===== src/rtl/demux_1_to_4_stream_pkg.sv =====
// Shared types for the 1-to-N stream demux.
// Lane state encoding and counter width.
package demux_pkg;

  localparam int DEMUX_CNT_W = 8;

  typedef logic [DEMUX_CNT_W-1:0] cnt_t;

  typedef enum logic {
    LANE_EMPTY = 1'b0,
    LANE_FULL  = 1'b1
  } lane_state_e;

endpackage


===== src/rtl/demux_1_to_4_stream_if.sv =====
// Stream bundle for the 1-to-N demux.
// DEMUX_COUNT_EN adds per-lane delivery counters.
interface demux_1_to_4_stream_if #(
  parameter int N_OUT  = 4,
  parameter int DATA_W = 1
);
  import demux_pkg::*;

  localparam int SEL_W = (N_OUT > 1) ? $clog2(N_OUT) : 1;

  logic                      in_valid;
  logic                      in_ready;
  logic [DATA_W-1:0]         in_data;
  logic [SEL_W-1:0]          in_sel;
  logic [N_OUT-1:0]          out_valid;
  logic [N_OUT-1:0]          out_ready;
  logic [N_OUT*DATA_W-1:0]   out_data;
  logic                      sel_err;
`ifdef DEMUX_COUNT_EN
  logic [N_OUT*DEMUX_CNT_W-1:0] lane_count;

  modport master (
    output in_valid, in_data, in_sel, out_ready,
    input  in_ready, out_valid, out_data, sel_err,
    input  lane_count
  );

  modport slave (
    input  in_valid, in_data, in_sel, out_ready,
    output in_ready, out_valid, out_data, sel_err,
    output lane_count
  );
`else
  modport master (
    output in_valid, in_data, in_sel, out_ready,
    input  in_ready, out_valid, out_data, sel_err
  );

  modport slave (
    input  in_valid, in_data, in_sel, out_ready,
    output in_ready, out_valid, out_data, sel_err
  );
`endif

endinterface


===== src/rtl/demux_1_to_4_stream_lane.sv =====
// One output lane: single-word holding slot.
// DEMUX_COUNT_EN adds a wrapping delivery counter.
module demux_lane
  import demux_pkg::*;
#(
  parameter int DATA_W = 1
) (
  input  logic              clk,
  input  logic              rst,
  input  logic              i_load,
  input  logic [DATA_W-1:0] i_data,
  input  logic              i_ready,
`ifdef DEMUX_COUNT_EN
  output cnt_t              o_count,
`endif
  output logic              o_valid,
  output logic [DATA_W-1:0] o_data
);

  lane_state_e       r_state;
  lane_state_e       w_next;
  logic [DATA_W-1:0] r_data;
  logic              w_drain;

  assign o_valid = (r_state == LANE_FULL);
  assign o_data  = r_data;
  assign w_drain = o_valid & i_ready;

  always_ff @(posedge clk or posedge rst) begin
    if (rst) r_state <= LANE_EMPTY;
    else     r_state <= w_next;
  end

  // Load wins over drain so a refill in the drain cycle leaves no bubble.
  always_comb begin
    w_next = r_state;
    unique case (r_state)
      LANE_EMPTY: if (i_load) w_next = LANE_FULL;
      LANE_FULL:  if (i_ready && !i_load) w_next = LANE_EMPTY;
      default:    w_next = LANE_EMPTY;
    endcase
  end

  always_ff @(posedge clk or posedge rst) begin
    if (rst)         r_data <= '0;
    else if (i_load) r_data <= i_data;
  end

`ifdef DEMUX_COUNT_EN
  cnt_t r_count;

  assign o_count = r_count;

  always_ff @(posedge clk or posedge rst) begin
    if (rst)          r_count <= '0;
    else if (w_drain) r_count <= r_count + cnt_t'(1);
  end
`else
  logic w_unused;
  assign w_unused = w_drain;
`endif

endmodule


===== src/rtl/demux_1_to_4_stream.sv =====
// Registered 1-to-N stream demux with per-lane slots.
// DEMUX_COUNT_EN exposes per-lane delivery counts.
module demux_1_to_4_stream
  import demux_pkg::*;
#(
  parameter int N_OUT  = 4,
  parameter int DATA_W = 1
) (
  input logic                  clk,
  input logic                  rst,
  demux_1_to_4_stream_if.slave bus
);

  localparam int SEL_W = (N_OUT > 1) ? $clog2(N_OUT) : 1;
  localparam int NP    = 1 << SEL_W;

  logic [NP-1:0]           w_vld_pad;
  logic [NP-1:0]           w_rdy_pad;
  logic                    w_sel_ok;
  logic                    w_lane_rdy;
  logic                    w_accept;
  logic [N_OUT-1:0]        w_load;
  logic [N_OUT-1:0]        w_valid;
  logic [N_OUT*DATA_W-1:0] w_data;
  logic                    r_sel_err;

  // Pad to a power of two so any in_sel indexes safely.
  assign w_vld_pad  = NP'(w_valid);
  assign w_rdy_pad  = NP'(bus.out_ready);
  assign w_sel_ok   = {1'b0, bus.in_sel} < (SEL_W+1)'(N_OUT);
  assign w_lane_rdy = !w_vld_pad[bus.in_sel] || w_rdy_pad[bus.in_sel];

  assign bus.in_ready  = !w_sel_ok || w_lane_rdy;
  assign w_accept      = bus.in_valid && bus.in_ready;
  assign bus.out_valid = w_valid;
  assign bus.out_data  = w_data;
  assign bus.sel_err   = r_sel_err;

  always_ff @(posedge clk or posedge rst) begin
    if (rst) r_sel_err <= 1'b0;
    else     r_sel_err <= w_accept && !w_sel_ok;
  end

  for (genvar k = 0; k < N_OUT; k++) begin : g_lane
    assign w_load[k] = w_accept && w_sel_ok &&
                       (bus.in_sel == SEL_W'(k));

    demux_lane #(
      .DATA_W (DATA_W)
    ) u_lane (
      .clk     (clk),
      .rst     (rst),
      .i_load  (w_load[k]),
      .i_data  (bus.in_data),
      .i_ready (bus.out_ready[k]),
`ifdef DEMUX_COUNT_EN
      .o_count (bus.lane_count[k*DEMUX_CNT_W +: DEMUX_CNT_W]),
`endif
      .o_valid (w_valid[k]),
      .o_data  (w_data[k*DATA_W +: DATA_W])
    );
  end

endmodule


===== src/flat_wrapper.sv =====
// flat-port wrapper written by rule: the top's interface ports become plain ports
module demux_1_to_4_stream_flat import demux_pkg::*;
#(
  parameter int N_OUT  = 4,
  parameter int DATA_W = 1
)
  (clk, rst, bus_in_valid, bus_in_data, bus_in_sel, bus_out_ready, bus_in_ready, bus_out_valid, bus_out_data, bus_sel_err);
  demux_1_to_4_stream_if #(.N_OUT(N_OUT), .DATA_W(DATA_W)) bus_i ();
  input logic clk;
  input logic rst;
  input wire logic [$bits(bus_i.in_valid)-1:0] bus_in_valid;
  input wire logic [$bits(bus_i.in_data)-1:0] bus_in_data;
  input wire logic [$bits(bus_i.in_sel)-1:0] bus_in_sel;
  input wire logic [$bits(bus_i.out_ready)-1:0] bus_out_ready;
  output wire logic [$bits(bus_i.in_ready)-1:0] bus_in_ready;
  output wire logic [$bits(bus_i.out_valid)-1:0] bus_out_valid;
  output wire logic [$bits(bus_i.out_data)-1:0] bus_out_data;
  output wire logic [$bits(bus_i.sel_err)-1:0] bus_sel_err;
  assign bus_i.in_valid = bus_in_valid;
  assign bus_i.in_data = bus_in_data;
  assign bus_i.in_sel = bus_in_sel;
  assign bus_i.out_ready = bus_out_ready;
  assign bus_in_ready = bus_i.in_ready;
  assign bus_out_valid = bus_i.out_valid;
  assign bus_out_data = bus_i.out_data;
  assign bus_sel_err = bus_i.sel_err;
  demux_1_to_4_stream #(.N_OUT(N_OUT), .DATA_W(DATA_W)) u_core (.clk(clk), .rst(rst), .bus(bus_i));
endmodule

===== config.mk =====
export PLATFORM = sky130hd
export DESIGN_NAME = demux_1_to_4_stream_flat
export DESIGN_NICKNAME = d
export VERILOG_FILES = /design/src/rtl/demux_1_to_4_stream_pkg.sv /design/src/rtl/demux_1_to_4_stream_if.sv /design/src/rtl/demux_1_to_4_stream_lane.sv /design/src/rtl/demux_1_to_4_stream.sv /design/src/flat_wrapper.sv
export SDC_FILE = /design/constraint.sdc
export NUM_CORES = 1
export LEC_CHECK = 0
export ABC_AREA = 1
export CAP_MARGIN = 20
export CORE_ASPECT_RATIO = 0.9
export CORE_MARGIN = 5
export CORE_UTILIZATION = 25
export CTS_BUF_LIST = sky130_fd_sc_hd__clkbuf_4
export DETAILED_ROUTE_END_ITERATION = 16
export GPL_ROUTABILITY_DRIVEN = 0
export SETUP_SLACK_MARGIN = 0.15
export SLEW_MARGIN = 40
export SYNTH_ARGS = -nofsm -noshare
export SYNTH_HDL_FRONTEND = slang
export SYNTH_SLANG_ARGS = --single-unit

===== constraint.sdc =====
create_clock -name clk -period 1.1 [get_ports clk]
set_input_delay 0.22 -clock clk [delete_from_list [all_inputs] [get_ports clk]]
set_output_delay 0.22 -clock clk [all_outputs]
set_load 0.02 [all_outputs]

Word level (Yosys, flattened, before mapping)
Cells that the tools add are included.
{ "word_totals": {"word_cells": 48, "out_inout_bits": 10, "inputBits": 10, "ff_bits": 8} }
{ "op_classes": {"n_eq_ne": 3, "order_cmp": 1, "muxes": 16, "n_bitwise": 4, "reduce_logical": 16} }
{ "op_table": {"columns": ["op", "count"], "rows": [
  ["$mux 1", 10],
  ["$logic_and 1x1->1", 9],
  ["$pmux 1 s2", 4],
  ["$logic_not 1->1", 5],
  ["$bmux 1 s2", 2],
  ["$eq 2x2->1 const B", 2],
  ["$not 1->1", 4],
  ["$lt 2x3->1 const B", 1],
  ["$eq 2x1->1 const B", 1],
  ["$logic_not 2->1", 1],
  ["$logic_or 1x1->1", 1]
]} }

Longest topological paths before layout
Gate-level depths: netlist of run 1.
{ "logic_depth": {"depth_word": 10, "ltp_mapped": 10} }

Modules after synthesis
From an unflattened synthesis of run 1, not the netlist that was laid out.
{ "hier_totals": {"cells_unflattened": 72, "hier_area_um2": 465.4} }
{ "by_module_without_submodules": {"columns": ["module", "seq_area_each_um2", "cells_per_inst", "area_per_inst_um2", "n_inst"], "rows": [
  ["demux_lane", 50.0, 10, 80.1, 4],
  ["demux_1_to_4_stream", 0.0, 32, 145.1, 1]
]} }

Worst setup path after synthesis of run 1
No wires, ideal clock.
{ "synth_timing": {"path_type": "input to register", "start": "in bus_in_sel[0]", "end": "reg u_core.g_lane[0].u_lane.r_data", "setup_slack_ns": 0.045, "required_time_ns": 0.983, "t_arrival_ns": 0.938, "setup_time_ns": 0.117, "path_buffers": 1, "stages": 9, "cell_sequence": "buf_6 > nor2_2 > nand2_1 > nand2_2 > nor2_4 > nand2_4 > nand3_2 > nand2_1 > nand2_1"} }
{ "synth_via": {"elab_chain_len": 6, "word_cells_on_any_way": 9} }
{ "synth_lines": {"columns": ["element", "line_no", "rtl"], "rows": [
  ["start, declared", "flat_wrapper.sv:13", "input wire logic [$bits(bus_i.in_sel)-1:0] bus_in_sel;"],
  ["$bmux 1 s2", "demux_1_to_4_stream.sv:31", "assign w_lane_rdy = !w_vld_pad[bus.in_sel] || w_rdy_pad[bus.in_sel];"],
  ["$mux 1 (implied by the code)", "demux_1_to_4_stream.sv:31", null],
  ["$logic_not 1->1", "demux_1_to_4_stream.sv:31", null],
  ["$logic_or 1x1->1 *", "demux_1_to_4_stream.sv:31", null],
  ["via bus_in_ready", "flat_wrapper.sv:15", "output wire logic [$bits(bus_i.in_ready)-1:0] bus_in_ready;"],
  ["$logic_and 1x1->1 *", "demux_1_to_4_stream.sv:34", "assign w_accept = bus.in_valid && bus.in_ready;"],
  ["$logic_and 1x1->1 *", "demux_1_to_4_stream.sv:45", "assign w_load[k] = w_accept && w_sel_ok &&"],
  ["end signal, assigned", "demux_1_to_4_stream_lane.sv:46", "else if (i_load) r_data <= i_data;"],
  ["end, declared", "demux_1_to_4_stream_lane.sv:22", "logic [DATA_W-1:0] r_data;"]
]} }
The timed path passes the listed nets; every way through them passes the cells marked *. The select of a mux whose other input is x is not followed.
A chain may end at the register's enable or synchronous reset.

Worst setup path after layout of run 1
{ "layout_timing": {"start": "reg u_core.g_lane[1].u_lane.r_state", "end": "out bus_in_ready"} }
{ "layout_via": {"elab_chain_len": 4} }
{ "layout_lines": {"columns": ["element", "line_no", "rtl"], "rows": [
  ["start, declared", "demux_1_to_4_stream_lane.sv:20", "lane_state_e r_state;"],
  ["start signal, assigned", "demux_1_to_4_stream_lane.sv:31", "else r_state <= w_next;"],
  ["$bmux 1 s2", "demux_1_to_4_stream.sv:31", null],
  ["$mux 1 (implied by the code)", "demux_1_to_4_stream.sv:31", null],
  ["$logic_not 1->1", "demux_1_to_4_stream.sv:31", null],
  ["$logic_or 1x1->1", "demux_1_to_4_stream.sv:31", null],
  ["end, declared", "flat_wrapper.sv:15", null]
]} }
Every way passes these cells. The select of a mux whose other input is x is not followed.

==> results by group, run 1 <==
Placed design
  • PortBufs: 18
  • Post-Place Cells: 112
  • Hpwl dp: 950 um

Synthesis
  • Mapped Area: about 540 sq um
  • Post-synth EDFFs: 0
  • Post-synthesis sequential area ratio: between 30% and 40%
  • Ys flop type: dfrtp_1
  • #FFs+latches synth: 8
  • Netlist cell types: 17
  • Top-count cell post-synth: nand2_1
  • Most area-consuming cells after synthesis: dfrtp_1 37%, nand2_1 14%, buf_4 13%
  • Cells after synthesis: a little under 70
  • Syn_nets: around 80
  • Top cell type's share of synthesized area: around 37%
  • Area leader, netlist: dfrtp_1
  • Synth async-reset ratio: 100%
  • Post-Syn Area per Cell: about 7.8 sq um
  • Synth cell count leaders: 20 x nand2_1, 9 x buf_4, 8 x dfrtp_1
  • Syn. warnings: 0

Detailed routing
  • DRT Pass-1 Iters: 4
  • Drt total wl: 1410 um
  • # DRC: 0
  • Vias: around 530
  • Number of DRC markers in iteration 0: 7
  • WL per Instance: between 10 and 15 um
  • Via density: around 4.2
  • Number of routed nets with antenna violations: 0

Run status
  • Violated checks: setup timing
  • Status: complete, but fails checks

Clock network
  • CTS Buf Count: 3
  • Clk pin slew, worst setup/hold paths: about 50 ps
  • Root Driver: clkbuf_4
  • Max clock buf depth: 2
  • CTS H-tree depth: 1
  • Clk_lat worst skew: about 250 ps
  • CTS tree: built
  • Hold_buf cts: 0
  • CTS sink cnt: 8

Die
  • Chip height: roughly 54 um
  • Die Wd: ~59 um
  • Initial Util: between 20% and 30%
  • Core Box Area: 1970 sq um
  • Io pins: 20
  • Die Area: about 3200 sq um
  • Placement row count: 15

Setup path
  • Kind of critical path: flop to output port
  • CP max stage delay: approximately 380 ps
  • Slowest cell on crit path: dfrtp_1
  • CP delay by family, top: flip-flops
  • Buffers and inverters on the worst path: 1
  • Worst EP arrival: roughly 1000 ps
  • CP most frequent cell: nand2_1
  • CP cell instances: nand2_1, nand2_1, nand2_1, nand2_2, nand2_4, buf_6
  • Worst Path Required: 880 ps
  • Crit start category: flop
  • Endpoint class of the critical path: output port
  • CP max FO: 2

Timing
  • Crit path time final: about 1300 ps
  • Fmax: around 790 MHz
  • Worst hold slack: around 220 ps
  • Final Max Slew Viols: 0
  • Setup-failing EPs final: 13
  • Setup TNS Final: -1310 ps
  • Final Hold Vio Count: 0
  • Final setup margin: -164 ps
  • Clk_skew: approximately 4.7 ps
  • Unrepaired setup endpoints after global routing: true
  • Crit share post-route: 115%

Layout
  • Area Growth Syn to Fin: 73.1%
  • Fin nets: around 110
  • Non-filler instance count after layout: 125
  • Share of post-route cells with drive strength above 1: between 50% and 60%
  • ANT cells: 0

Pwr
  • Leak pwr: between 0.4 and 0.5 nW
  • Peak supply drop: ~0.0007 V
  • Power Dens Cells: roughly 1200 nW/um^2

GRT
  • First-pass GRT wire length: around 2300 um
  • Largest net degree at the start of global routing: 9
  • GRT Residual Overflow: 0
  • GRT Util Overall: 9.85%
  • Antenna violations before repair: 0
  • Vias in the first global route: ~530

Worst hold path
  • HP Class: primary input to async pin

Flow run
  • Max Cap Viol: 0
[logic make-up (layout without fill, tap and decap cells)]
group	after synthesis	after routing	synth area share (%)
AO/OA/AOI/OAI	4	4	3.74
flip-flops	8	8	37.4
AND/OR/NAND/NOR	37	37	36.9
other	1	1	0.700
buffers and inverters	19	50	21.3
[worst reg2reg max path, cell delays in order, from the launching register on]
cell and delay (ps):
dfrtp_1 380, nand2_1 60, nand2_1 50, nand2_1 60
nand2_2 60, nand2_4 60, buf_4 110, buf_8 140
nand3_4 80, nand2_2 80, nand2_1 50
[sequential cells by signal, summed over array words and instances (netlist names)]
signal,count
u_core.g_lane.u_lane.o_data,4
u_core.g_lane.u_lane.o_valid,4
[per-layer routing]
metal,vias to the layer above,wire [um],share of wire (%),global-route usage [%]
met5,-,0,0,0
met4,0,0,0,2.26
met3,0,113,8.0,5.52
met2,17,723,51,16.7
met1,235,574,41,10.7
li1,275,-,-,-
[power breakdown]
part	leakage (nW)	switching [mW]	internal, mW
combinational	0.358	0.223	0.268
clock	0.0138	0.0968	0.125
sequential	0.102	0.0291	0.338
total	0.475	0.349	0.730
[final timing paths]
path	start	end	slack (ps)	depth (start not counted)
setup / recovery	u_core.g_lane[1].u_lane.o_valid	bus_in_ready	-160	6
hold / removal	rst	u_core.g_lane[3].u_lane.o_valid	220	2
setup reg to reg	u_core.g_lane[1].u_lane.o_valid	u_core.g_lane[3].u_lane.o_data	-140	10
hold reg to reg	u_core.g_lane[1].u_lane.o_data	u_core.g_lane[1].u_lane.o_data	490	2
max in group asynchronous	rst	u_core.g_lane[0].u_lane.o_valid	640	2
min in group clk	bus_out_ready[1]	u_core.g_lane[1].u_lane.o_valid	290	2
[stage by stage]
step | power, mW | cell area, sq um | worst slack [ps] | util (%)
final | 1.08 | 927 | -164 | 47.0
after global routing | 1.15 | 927 | -243 | 47.0
after CTS | 1.03 | 860 | -174 | 43.6
after detailed placement | 0.722 | 751 | -932 | 38.1
after global placement | 0.722 | 751 | -922 | 38.1
after floorplan | 0.593 | 544 | 74.7 | -
[cell usage in the layout, fill, tap and decap left out]
cell             count
nand2_1             15
nand3_1              3
nand2_2              6
nand4_1              4
dlygate4sd2_1        4
clkdlybuf4s15_2      1
nand2_4              1
inv_1                6
buf_4               16
buf_2                1
buf_8                1
nor2_1               2
o21ai_2              3
inv_2                2
o21ai_1              1
conb_1               1
dfrtp_1              8
nor2_4               2
buf_6               13
clkdlybuf4s50_1      3
clkbuf_4             3
nand3_4              4
[layout make-up]
class / instances / area (sq um)
clock buffer: 3 / 22.5
fill: 202 / 1040
inverter: 8 / 30.0
multi-input combinational: 42 / 280
sequential: 8 / 200
tap: 25 / 31.3
timing repair buffer: 39 / 363
[what timing repair did]
action / 4_1_cts / 5_1_grt
setup endpoints to repair: 17 / 17
gates resized for setup: 78 / 9
buffers inserted: 6 / 4
pin swaps: 7 / 1
Note: power is estimated with default switching activity, not from simulation.
==> inputs of run 2 (changes only) <==
ABC_AREA = 0   (was 1)
CELL_PAD_IN_SITES_DETAIL_PLACEMENT = 1   (was not set)
CELL_PAD_IN_SITES_GLOBAL_PLACEMENT = 1   (was not set)
PLACE_DENSITY_LB_ADDON = 0.1   (was not set)
SKIP_CTS_REPAIR_TIMING = 1   (was not set)
==> results by group, run 2 <==
Run status
  • Status: complete, but fails checks
  • Violated checks: setup timing

Timing
  • Final setup margin: -463 ps (-299 ps)
  • Crit path time final: 1560 ps (+299 ps)
  • Final Max Slew Viols: 0 (unchanged)
  • Final Hold Vio Count: 0 (unchanged)
  • Clk_skew: 11.0 ps (+6.30 ps)
  • Setup-failing EPs final: 6 (-7)
  • Unrepaired setup endpoints after global routing: true
  • Crit share post-route: 142% (+27 points)
  • Fmax: 640 MHz (-19%)

Setup path
  • Worst Path Required: 880 ps (about the same)
  • Setup crit start: u_core.g_lane[1].u_lane.o_valid
  • CP max stage delay: 470 ps (+90 ps)
  • R2R Setup Slk: -200 ps (-60 ps)
  • Worst EP arrival: 1340 ps (+300 ps)
  • CP max FO: 3 (+1)
  • Crit start category: flop
  • Endpoint class of the critical path: output port
  • R2R Path Start: u_core.g_lane[2].u_lane.o_valid
  • Worst Reg-to-Reg Cells: 3 (-7)
  • Slowest cell on crit path: mux4_2
  • Buffers and inverters on the worst path: 1 (unchanged)
  • Kind of critical path: flop to output port
  • CP delay by family, top: multiplexers
  • CP cell instances: nand2b_4, mux4_2, buf_6
  • Critical Path Stages: 3 (-3)

Worst hold path
  • HP Class: primary input to async pin

Detailed routing
  • Drt total wl: 1110 um (-21%)
  • Vias: 375 (-29%)
  • Number of DRC markers in iteration 0: 1 (-6)
  • WL per Instance: 12.5 um (+11%)
  • Via density: 4.21 (about the same)
  • DRT Pass-1 Iters: 2 (-2)
  • Number of routed nets with antenna violations: 0 (unchanged)
  • # DRC: 0 (unchanged)

Layout
  • Area Growth Syn to Fin: 76.1%
  • Most common cell after layout, fill and taps aside: buf_6
  • Layout Utilization: 46.5% (-0.54 points)
  • Most frequent cells in the layout: 12 x buf_6, 9 x buf_4, 8 x dfrtp_1
  • Fin nets: 77 (-31%)
  • Share of post-route cells with drive strength above 1: 60.0% (+7.0 points)
  • ANT cells: 0 (unchanged)
  • Non-filler instance count after layout: 89 (-29%)
  • Final Instance Area: 782 sq um (-16%)
  • Filler cells: 202 (unchanged)
  • Sequential cell area: 200 sq um (unchanged)
  • Multi-input gate area in the final layout: 225 sq um (-20%)

Pwr
  • Psw: 0.273 mW (-22%)
  • Share of power burned in combinational logic: 38.4% (-7.1 points)
  • Peak supply drop: 0.000542 V (-22%)
  • Power Dens Cells: 1230 nW/um^2 (+5.9%)
  • Register share of total power: 38.5% (+4.5 points)
  • Internal: 0.691 mW (-5.4%)
  • Leak pwr: 0.436 nW (-8.2%)
  • Clock share of power: 23.1% (+2.6 points)
  • Sw frac: 28.3% (-4.0 points)

Placed design
  • Hpwl dp: 839 um (-12%)
  • PortBufs: 18 (unchanged)
  • DP Area: 659 sq um (-12%)
  • Post-Place Cells: 82 (-27%)

Clock network
  • Max clock buf depth: 2 (unchanged)
  • CTS Buf Count: 3 (unchanged)
  • CTS H-tree depth: 1 (unchanged)
  • CTS sink cnt: 8 (unchanged)
  • Clk_lat worst skew: 250 ps (about the same)
  • Clk pin slew, worst setup/hold paths: 60 ps (about the same)
  • Root Driver: clkbuf_4
  • CTS tree: built

Synthesis
  • Syn. warnings: 0 (unchanged)
  • Area leader, netlist: dfrtp_1
  • Top cell type's share of synthesized area: 45.1% (+7.7 points)
  • Most area-consuming cells after synthesis: dfrtp_1 45%, buf_4 15%, nand2b_1 9.9%
  • Mapped Area: 444 sq um (-17%)
  • Synth cell count leaders: 9 x buf_4, 8 x dfrtp_1, 7 x nand2b_1
  • #FFs+latches synth: 8 (unchanged)
  • Syn_nets: 50 (-37%)
  • Netlist cell types: 14 (-3)
  • Post-Syn Area per Cell: 11.1 sq um (+43%)
  • Post-synth EDFFs: 0 (unchanged)
  • Ys flop type: dfrtp_1
  • Top-count cell post-synth: buf_4
  • Synth async-reset ratio: 100% (unchanged)
  • Post-synthesis sequential area ratio: 45.1% (+7.7 points)
  • Cells after synthesis: 40 (-42%)

Die
  • Io pins: 20 (unchanged)
  • Initial Util: 26.4% (-0.76 points)
  • Placement row count: 14 (-1)
  • Die Area: 2720 sq um (-14%)
  • Chip height: 50.0 um (-7.3%)
  • Die Wd: 54.4 um (-7.4%)
  • Core Box Area: 1680 sq um (-15%)

Flow run
  • Max Cap Viol: 0 (unchanged)

GRT
  • GRT Residual Overflow: 0 (unchanged)
  • Vias in the first global route: 362 (-32%)
  • First-pass GRT wire length: 1590 um (-31%)
  • GRT Util Overall: 8.29% (-1.6 points)
  • Largest net degree at the start of global routing: 9 (unchanged)
  • Antenna violations before repair: 0 (unchanged)
[run 2: cell count changes after synthesis, moves of 3 or more]
cell / before / now
mux2_2: 0 / 3
nand3_2: 4 / 0
nand2b_1: 0 / 7
nand4_1: 4 / 0
inv_1: 6 / 1
nand2_1: 20 / 3
[run 2: power by group through the flow]
stage	registers [mW]	logic [mW]	clock network (mW)
finish	0.371	0.370	0.222
global route	0.375	0.389	0.256
CTS	0.359	0.318	0.238
detailed placement	0.364	0.318	0
global placement	0.361	0.312	0
floorplan	0.357	0.196	0
[run 2: final timing paths]
| kind | to |
|---|---|
| max reg2reg | u_core.g_lane[2].u_lane.o_data |
| max | bus_in_ready |
| max in group asynchronous | u_core.g_lane[2].u_lane.o_data |
| min in group clk | u_core.g_lane[3].u_lane.o_valid |
| min | u_core.g_lane[3].u_lane.o_data |
| min reg2reg | u_core.g_lane[3].u_lane.o_data |
[run 2: layout make-up]
type | count | share of cell area (%)
clock buffers | 3 | 2.88
inverters | 1 | 0.480
multi-input cells | 22 | 28.8
flip-flops and latches | 8 | 25.6
well taps | 24 | 3.84
repair buffers | 31 | 38.4
[run 2: per-layer routing]
layer | part of all wire (%) | global-route usage [%] | vias to the layer above
li1 | - | - | 177
met1 | 45 | 9.85 | 183
met2 | 47 | 12.4 | 15
met3 | 7.5 | 5.72 | 0
met4 | 0 | 1.24 | 0
met5 | 0 | 0 | -
[run 2: logic make-up (layout without fill, tap and decap cells)]
family / count (synthesis) / in the layout / share of synthesized area (%)
buffers and inverters: 10 / 35 / 16.1
muxes: 5 / 5 / 16.9
DFF: 8 / 8 / 45.1
other: 1 / 1 / 0.844
AOI/OAI and AO/OA: 2 / 2 / 2.25
and+or+nand+nor: 14 / 14 / 18.9
[run 2: per-stage QoR]
| step | hold WS, ps | TNS (ps) | power [mW] | setup slack [ps] |
|---|---|---|---|---|
| floorplan | 35.7 | -167 | 0.553 | -110 |
| global route | 252 | -1210 | 1.02 | -502 |
| finish | 227 | -996 | 0.963 | -463 |
| detailed placement | 500 | -4040 | 0.681 | -930 |
| global placement | 490 | -3670 | 0.673 | -937 |
| CTS | 232 | -4840 | 0.915 | -939 |
